--- src/rtl/ctrl_pkt_pkg.sv ---
// Shared definitions for the control-packet transmit path: default packet size,
// read-side FSM states and the byte-pointer width helper.
package ctrl_pkt_pkg;

    localparam int PKT_BYTES_DEF = 64;

    typedef enum logic [0:0] {
        ST_IDLE   = 1'b0,
        ST_STREAM = 1'b1
    } tx_state_t;

    // Byte pointer width for a packet of the given (power-of-two) size.
    function automatic int ptr_width(input int bytes);
        return (bytes > 1) ? $clog2(bytes) : 1;
    endfunction

endpackage

--- src/rtl/ctrl_pkt_tx_if.sv ---
// CPU write port and USB-endpoint streaming port of the control-packet transmitter.
interface ctrl_pkt_tx_if;

    logic       wr;
    logic [7:0] d;
    logic       wrfull;
    logic       ovf;
    logic [7:0] out_data;
    logic       out_valid;
    logic       out_ready;
    logic       out_last;

    modport master (
        output wr, d, out_ready,
        input  wrfull, ovf, out_data, out_valid, out_last
    );

    modport slave (
        input  wr, d, out_ready,
        output wrfull, ovf, out_data, out_valid, out_last
    );

endinterface

--- src/rtl/ctrl_pkt_ram.sv ---
// Two-bank byte storage for the ping-pong packet buffers: one synchronous write
// port, one asynchronous read port. Contents are deliberately left unreset.
module ctrl_pkt_ram #(
    parameter int DEPTH = 64,
    parameter int AW    = 6
) (
    input  logic          clk,
    input  logic          we,
    input  logic          wbank,
    input  logic [AW-1:0] waddr,
    input  logic [7:0]    wdata,
    input  logic          rbank,
    input  logic [AW-1:0] raddr,
    output logic [7:0]    rdata
);

    logic [7:0] mem_r [0:2*DEPTH-1];

    // Byte write into the selected bank
    always_ff @(posedge clk) begin
        if (we) begin
            mem_r[{wbank, waddr}] <= wdata;
        end
    end

    assign rdata = mem_r[{rbank, raddr}];

endmodule

--- src/rtl/ctrl_pkt_tx.sv ---
// Control-packet transmitter: CPU bytes fill ping-pong buffers; complete packets
// are streamed in order to the USB endpoint FIFO with valid/ready/last framing.
module ctrl_pkt_tx
    import ctrl_pkt_pkg::*;
#(
    parameter int PKT_BYTES = PKT_BYTES_DEF
) (
    input  logic          clk,
    input  logic          reset_n,
    input  logic          flush,
    ctrl_pkt_tx_if.slave  bus
);

    localparam int            PW       = ptr_width(PKT_BYTES);
    localparam logic [PW-1:0] PTR_LAST = PW'(PKT_BYTES - 1);
    localparam logic [PW-1:0] PTR_ONE  = PW'(1);

    logic [PW-1:0] wptr_r;
    logic [PW-1:0] rptr_r;
    logic          wbuf_r;
    logic          rbuf_r;
    logic [1:0]    pkt_cnt_r;
    logic [1:0]    pkt_cnt_s;
    logic          wrfull_r;
    logic          ovf_r;
    tx_state_t     state_r;
    tx_state_t     state_s;

    logic          wr_ok_s;
    logic          ram_we_s;
    logic          complete_s;
    logic          stream_s;
    logic          last_s;
    logic          xfer_s;
    logic          done_s;
    logic [7:0]    ram_rdata_s;

    ctrl_pkt_ram #(
        .DEPTH (PKT_BYTES),
        .AW    (PW)
    ) u_ram (
        .clk   (clk),
        .we    (ram_we_s),
        .wbank (wbuf_r),
        .waddr (wptr_r),
        .wdata (bus.d),
        .rbank (rbuf_r),
        .raddr (rptr_r),
        .rdata (ram_rdata_s)
    );

    // Handshake qualifiers for both sides of the buffer
    always_comb begin
        wr_ok_s    = bus.wr & ~wrfull_r;
        ram_we_s   = wr_ok_s & ~flush;
        complete_s = wr_ok_s & (wptr_r == PTR_LAST);
        stream_s   = (state_r == ST_STREAM);
        last_s     = stream_s & (rptr_r == PTR_LAST);
        xfer_s     = stream_s & bus.out_ready;
        done_s     = xfer_s & last_s;
    end

    // Completed-packet count; a completion and a final-byte transfer cancel out
    always_comb begin
        pkt_cnt_s = pkt_cnt_r;
        case ({complete_s, done_s})
            2'b10:   pkt_cnt_s = pkt_cnt_r + 2'd1;
            2'b01:   pkt_cnt_s = pkt_cnt_r - 2'd1;
            default: pkt_cnt_s = pkt_cnt_r;
        endcase
    end

    // Read-side next state; looks at the updated count so streaming starts the cycle after completion
    always_comb begin
        state_s = state_r;
        case (state_r)
            ST_IDLE: begin
                if (pkt_cnt_s != 2'd0) begin
                    state_s = ST_STREAM;
                end else begin
                    state_s = ST_IDLE;
                end
            end
            ST_STREAM: begin
                if (done_s && (pkt_cnt_s == 2'd0)) begin
                    state_s = ST_IDLE;
                end else begin
                    state_s = ST_STREAM;
                end
            end
            default: state_s = ST_IDLE;
        endcase
    end

    // Read-side state register
    always_ff @(posedge clk or negedge reset_n) begin
        if (!reset_n) begin
            state_r <= ST_IDLE;
        end else if (flush) begin
            state_r <= ST_IDLE;
        end else begin
            state_r <= state_s;
        end
    end

    // Pointers, bank selects, packet count and status flags
    always_ff @(posedge clk or negedge reset_n) begin
        if (!reset_n) begin
            wptr_r    <= {PW{1'b0}};
            rptr_r    <= {PW{1'b0}};
            wbuf_r    <= 1'b0;
            rbuf_r    <= 1'b0;
            pkt_cnt_r <= 2'd0;
            wrfull_r  <= 1'b0;
            ovf_r     <= 1'b0;
        end else if (flush) begin
            wptr_r    <= {PW{1'b0}};
            rptr_r    <= {PW{1'b0}};
            wbuf_r    <= 1'b0;
            rbuf_r    <= 1'b0;
            pkt_cnt_r <= 2'd0;
            wrfull_r  <= 1'b0;
            ovf_r     <= 1'b0;
        end else begin
            if (wr_ok_s) begin
                wptr_r <= wptr_r + PTR_ONE;
                if (complete_s) begin
                    wbuf_r <= ~wbuf_r;
                end
            end
            if (xfer_s) begin
                if (last_s) begin
                    rptr_r <= {PW{1'b0}};
                    rbuf_r <= ~rbuf_r;
                end else begin
                    rptr_r <= rptr_r + PTR_ONE;
                end
            end
            pkt_cnt_r <= pkt_cnt_s;
            wrfull_r  <= (pkt_cnt_s == 2'd2);
            if (bus.wr && wrfull_r) begin
                ovf_r <= 1'b1;
            end
        end
    end

    assign bus.wrfull    = wrfull_r;
    assign bus.ovf       = ovf_r;
    assign bus.out_valid = stream_s;
    assign bus.out_last  = last_s;
    // Storage is unreset, so the data path is forced to zero outside STREAM
    assign bus.out_data  = stream_s ? ram_rdata_s : 8'h00;

endmodule

--- src/flat_wrapper.sv ---
// flat-port wrapper written by rule: the top's interface ports become plain ports
module ctrl_pkt_tx_flat import ctrl_pkt_pkg::*;
#(
    parameter int PKT_BYTES = PKT_BYTES_DEF
)
  (clk, reset_n, flush, bus_wr, bus_d, bus_out_ready, bus_wrfull, bus_ovf, bus_out_data, bus_out_valid, bus_out_last);
  ctrl_pkt_tx_if bus_i ();
  input  logic clk;
  input  logic reset_n;
  input  logic flush;
  input wire logic [$bits(bus_i.wr)-1:0] bus_wr;
  input wire logic [$bits(bus_i.d)-1:0] bus_d;
  input wire logic [$bits(bus_i.out_ready)-1:0] bus_out_ready;
  output wire logic [$bits(bus_i.wrfull)-1:0] bus_wrfull;
  output wire logic [$bits(bus_i.ovf)-1:0] bus_ovf;
  output wire logic [$bits(bus_i.out_data)-1:0] bus_out_data;
  output wire logic [$bits(bus_i.out_valid)-1:0] bus_out_valid;
  output wire logic [$bits(bus_i.out_last)-1:0] bus_out_last;
  assign bus_i.wr = bus_wr;
  assign bus_i.d = bus_d;
  assign bus_i.out_ready = bus_out_ready;
  assign bus_wrfull = bus_i.wrfull;
  assign bus_ovf = bus_i.ovf;
  assign bus_out_data = bus_i.out_data;
  assign bus_out_valid = bus_i.out_valid;
  assign bus_out_last = bus_i.out_last;
  ctrl_pkt_tx #(.PKT_BYTES(PKT_BYTES)) u_core (.clk(clk), .reset_n(reset_n), .flush(flush), .bus(bus_i));
endmodule
--- config.mk ---
export PLATFORM = sky130hd
export DESIGN_NAME = ctrl_pkt_tx_flat
export DESIGN_NICKNAME = d
export VERILOG_FILES = /design/src/rtl/ctrl_pkt_pkg.sv /design/src/rtl/ctrl_pkt_tx_if.sv /design/src/rtl/ctrl_pkt_ram.sv /design/src/rtl/ctrl_pkt_tx.sv /design/src/flat_wrapper.sv
export SDC_FILE = /design/constraint.sdc
export NUM_CORES = 1
export LEC_CHECK = 0
export CAP_MARGIN = 20
export CELL_PAD_IN_SITES_DETAIL_PLACEMENT = 0
export CELL_PAD_IN_SITES_GLOBAL_PLACEMENT = 2
export CORE_ASPECT_RATIO = 0.75
export CORE_UTILIZATION = 40
export DETAILED_ROUTE_END_ITERATION = 8
export GPL_ROUTABILITY_DRIVEN = 0
export PLACE_DENSITY_LB_ADDON = 0.1
export SLEW_MARGIN = 20
export SYNTH_ARGS = -nofsm -noshare
export SYNTH_HDL_FRONTEND = slang
export SYNTH_HIERARCHICAL = 1
export SYNTH_SLANG_ARGS = --single-unit
--- constraint.sdc ---
create_clock -name clk -period 8.3 [get_ports clk]
set_clock_uncertainty 0.2 [all_clocks]
set_input_delay 1.66 -clock clk [delete_from_list [all_inputs] [get_ports clk]]
set_output_delay 1.66 -clock clk [all_outputs]
set_load 0.01 [all_outputs]
==> reports/metrics.yaml <==
logic_synthesis:
  ys_types: 36
  syn_inst: 1728
  synth_compound_area_share_pct: 0.130
  yosys.cell_count.top_type: "edfxtp_1"
  synth_top_area_share_pct: 75.9
  async_reset_ff_share_pct: 1.82
  ys_ff_latch: 1043
  synth_commonest_cells: "edfxtp_1 (1024), mux4_2 (336), nor2_1 (140), clkbuf_1 (46), nand2_1 (20)"
  synth_area_leaders: "edfxtp_1 (76%), mux4_2 (19%), nor2_1 (1.3%), dfrtp_1 (1.2%), clkbuf_1 (0.43%)"
  syn_avg_cell_area_um2: 23.5
  synth.cell_area_um2: 40500
  synth_top_family_by_area: "multiplexers"
  synthAdderAreaFrac_pct: 0.0926
  ys_warn_count: 6
  syn-num-nets: 1744
  synth-simple-area-share_pct: 2.46
  ys.flop_type: "edfxtp_1"
  synth_xor_area_share_pct: 0.238
  seq_area_frac_synth_pct: 77.0
  yosysTopAreaCell: "edfxtp_1"
  synth_edf_count: 1024
  muxShareOfSynthArea_pct: 19.0
drt:
  vias: 18400
  wirelength_mm: 102
  ant_nets: 0
  drt-pass1-iter-count: 7
  wl_per_cell_um: 31.7
  vias_per_cell: 5.71
  drc: 0
  drt_iter0_drc: 1752
run_status:
  status: "completed"
floorplanning:
  io_pins: 25
  die_x_um: 370
  die_area_um2: 103000
  die_h_um: 278
  rows: 100
  core_um2: 99800
  initial_core_util_pct: 40.6
final_layout:
  utilization_pct: 45.9
  area_delta_synth_final_pct: 13.1
  fin_area_um2: 45800
  final_nets: 1817
  drive_above_1_share_pct: 29.8
sta:
  max_slew_margin_pct: 21.3
  fin_ws_ns: 1.50
  hold_viol: 0
  period_minus_slack_ns: 6.80
  fin_crit_sh_pct: 82.0
  tns_ns: 0
  tightest_slew_ns: 1.18
  setup_violations: 0
  rsz0062_at_grt: "no"
  drv_slew: 0
  fmax_mhz: 147
worst_hold_path:
  hold_path.class: "flop to flop"
  min_to: "u_core/bus.ovf"
  hold_depth: 2
  min_from: "u_core/bus.ovf"
clock_network:
  cts_buffer_depth: 3
  ctsHoldBuffers: 0
  clkTransAtPathRegs_ns: 0.06
  insertion_delay_ns: 0.71
  cts_max_level: 3
  cts_tree: "yes"
  post_cts_buffers: 0
  cts-root-buf: "clkbuf_16"
  post_cts_resize_count: 0
  numCtsBuffers: 102
  cts_sinks: 1043
worst_setup_path:
  cp.arrival_ns: 4.94
  crit_required_ns: 6.44
  rr_startpoint: "u_core/bus.wrfull"
  r2r_end: "u_core/u_ram/mem_r[60][2]"
  regToRegSetupSlack_ns: 4.29
  critPathMaxFanout: 35
  endpoint_kind: "primary output"
  crit_start: "u_core/rptr_r[0]"
  reg2reg_depth: 6
  start_kind: "flop"
  setup.worst_path.class: "flop to primary output"
placement:
  dp_hpwl_mm: 61.1
  portBuffers: 24
  dp_slack_ns: 2.13
  dpl-instance-area_um2: 42400
power_and_ir_drop:
  total_power_mw: 10.6
  irDropWorstVdd_v: 0.000138
  power_density_nw_per_um2: 231
  leakagePower_nw: 13.5
global_route:
  grt.total_usage_pct: 20.3
  overflow: 0
  grt_max_degree: 101
  first_global_vias: 18800
  antenna_found_initial: 6
  grt_pass1_wl_mm: 145
job:
  cap_violations: 0
==> critical path, stage by stage, from the launching register on <==
cell and delay [ns]:
dfrtp_4 0.98, buf_4 0.55, mux4_2 0.57, mux4_2 0.54, mux4_2 0.55, mux2_2 0.34, and2_1 0.17, clkdlybuf4s50_1 0.48
==> logic make-up after synthesis <==
kind of cell / count (synthesis)
adder cells (fa/ha/maj): 3
XOR/XNOR: 11
buffers and inverters: 95
AND/OR/NAND/NOR: 221
multiplexers: 347
flip-flops: 1043
AO/OA/AOI/OAI: 8
==> cell usage in the layout (no fill, tap or decap), types with 3 or more instances in the layout <==
master	netlist	layout
edfxtp_1	1024	1024
mux4_2	336	336
nor2_1	140	136
clkbuf_16	0	102
buf_4	11	35
clkinv_1	0	32
nand2_1	20	19
clkinv_2	0	18
clkbuf_1	46	15
clkdlybuf4s50_1	0	15
dfrtp_1	19	14
bufinv_16	0	12
nand3_1	16	12
nor2b_1	11	11
buf_12	0	9
and2_1	8	8
mux2_2	8	8
xnor2_1	7	7
nor3_2	0	7
nor2_2	1	5
nand4_1	4	4
xor2_1	4	4
a21oi_1	4	4
nand3_2	0	4
inv_16	0	3
clkinvlp_4	0	3
nor3_1	10	3
ha_1	3	3
dfrtp_4	0	3
==> worst max path at each step <==
stage               depth (start not counted)               to
floorplan                                   7  bus_out_data[0]
global placement                            7  bus_out_data[6]
detailed placement                          7  bus_out_data[0]
CTS                                         7  bus_out_data[0]
global route                                7  bus_out_data[1]
finish                                      7  bus_out_data[2]
==> cell type report <==
class | instances | area (µm²)
diodes | 2 | 5.00
flip-flops and latches | 1043 | 31200
clock inverters | 73 | 747
clock buffers | 117 | 2610
fillers | 8273 | 54000
multi-input cells | 590 | 8940
inverters | 2 | 7.51
repair buffers | 62 | 637
well taps | 1326 | 1660
==> metal layers <==
metal  GRT usage [%]  wire, µm  share of wire, %  vias up
li1                -         -                 -     7506
met1            30.8     47000                46    10200
met2            29.9     46400                46      538
met3            4.28      6210               6.1      107
met4            4.97      2180               2.1        4
met5               0        23             0.023        -
==> flip-flops by register name, indices dropped and copies added (netlist names) <==
register              count
u_core/bus.wrfull         1
u_core/wptr_r             6
u_core/wbuf_r             1
u_core/pkt_cnt_r          2
u_core/rptr_r             6
u_core/bus.out_valid      1
u_core/bus.ovf            1
u_core/u_ram/mem_r     1024
u_core/rbuf_r             1
==> through the flow <==
| step | hold slack (ns) | std cells |
|---|---|---|
| 2_1_floorplan | 0.308 | 1728 |
| 3_3_place_gp | 0.297 | 3021 |
| 3_5_place_dp | 0.294 | 3021 |
| 4_1_cts | 0.312 | 3211 |
| 5_1_grt | 0.359 | 3213 |
| 6_report | 0.308 | 3215 |
==> power breakdown <==
group | internal (mW) | switching [mW] | total, mW | leakage [nW]
logic | 0.0229 | 0.121 | 0.144 | 2.38
clock network | 2.64 | 2.01 | 4.66 | 1.63
registers | 5.79 | 0.00548 | 5.79 | 9.46
total | 8.45 | 2.14 | 10.6 | 13.5
Note: power is estimated with default switching activity, not from simulation.
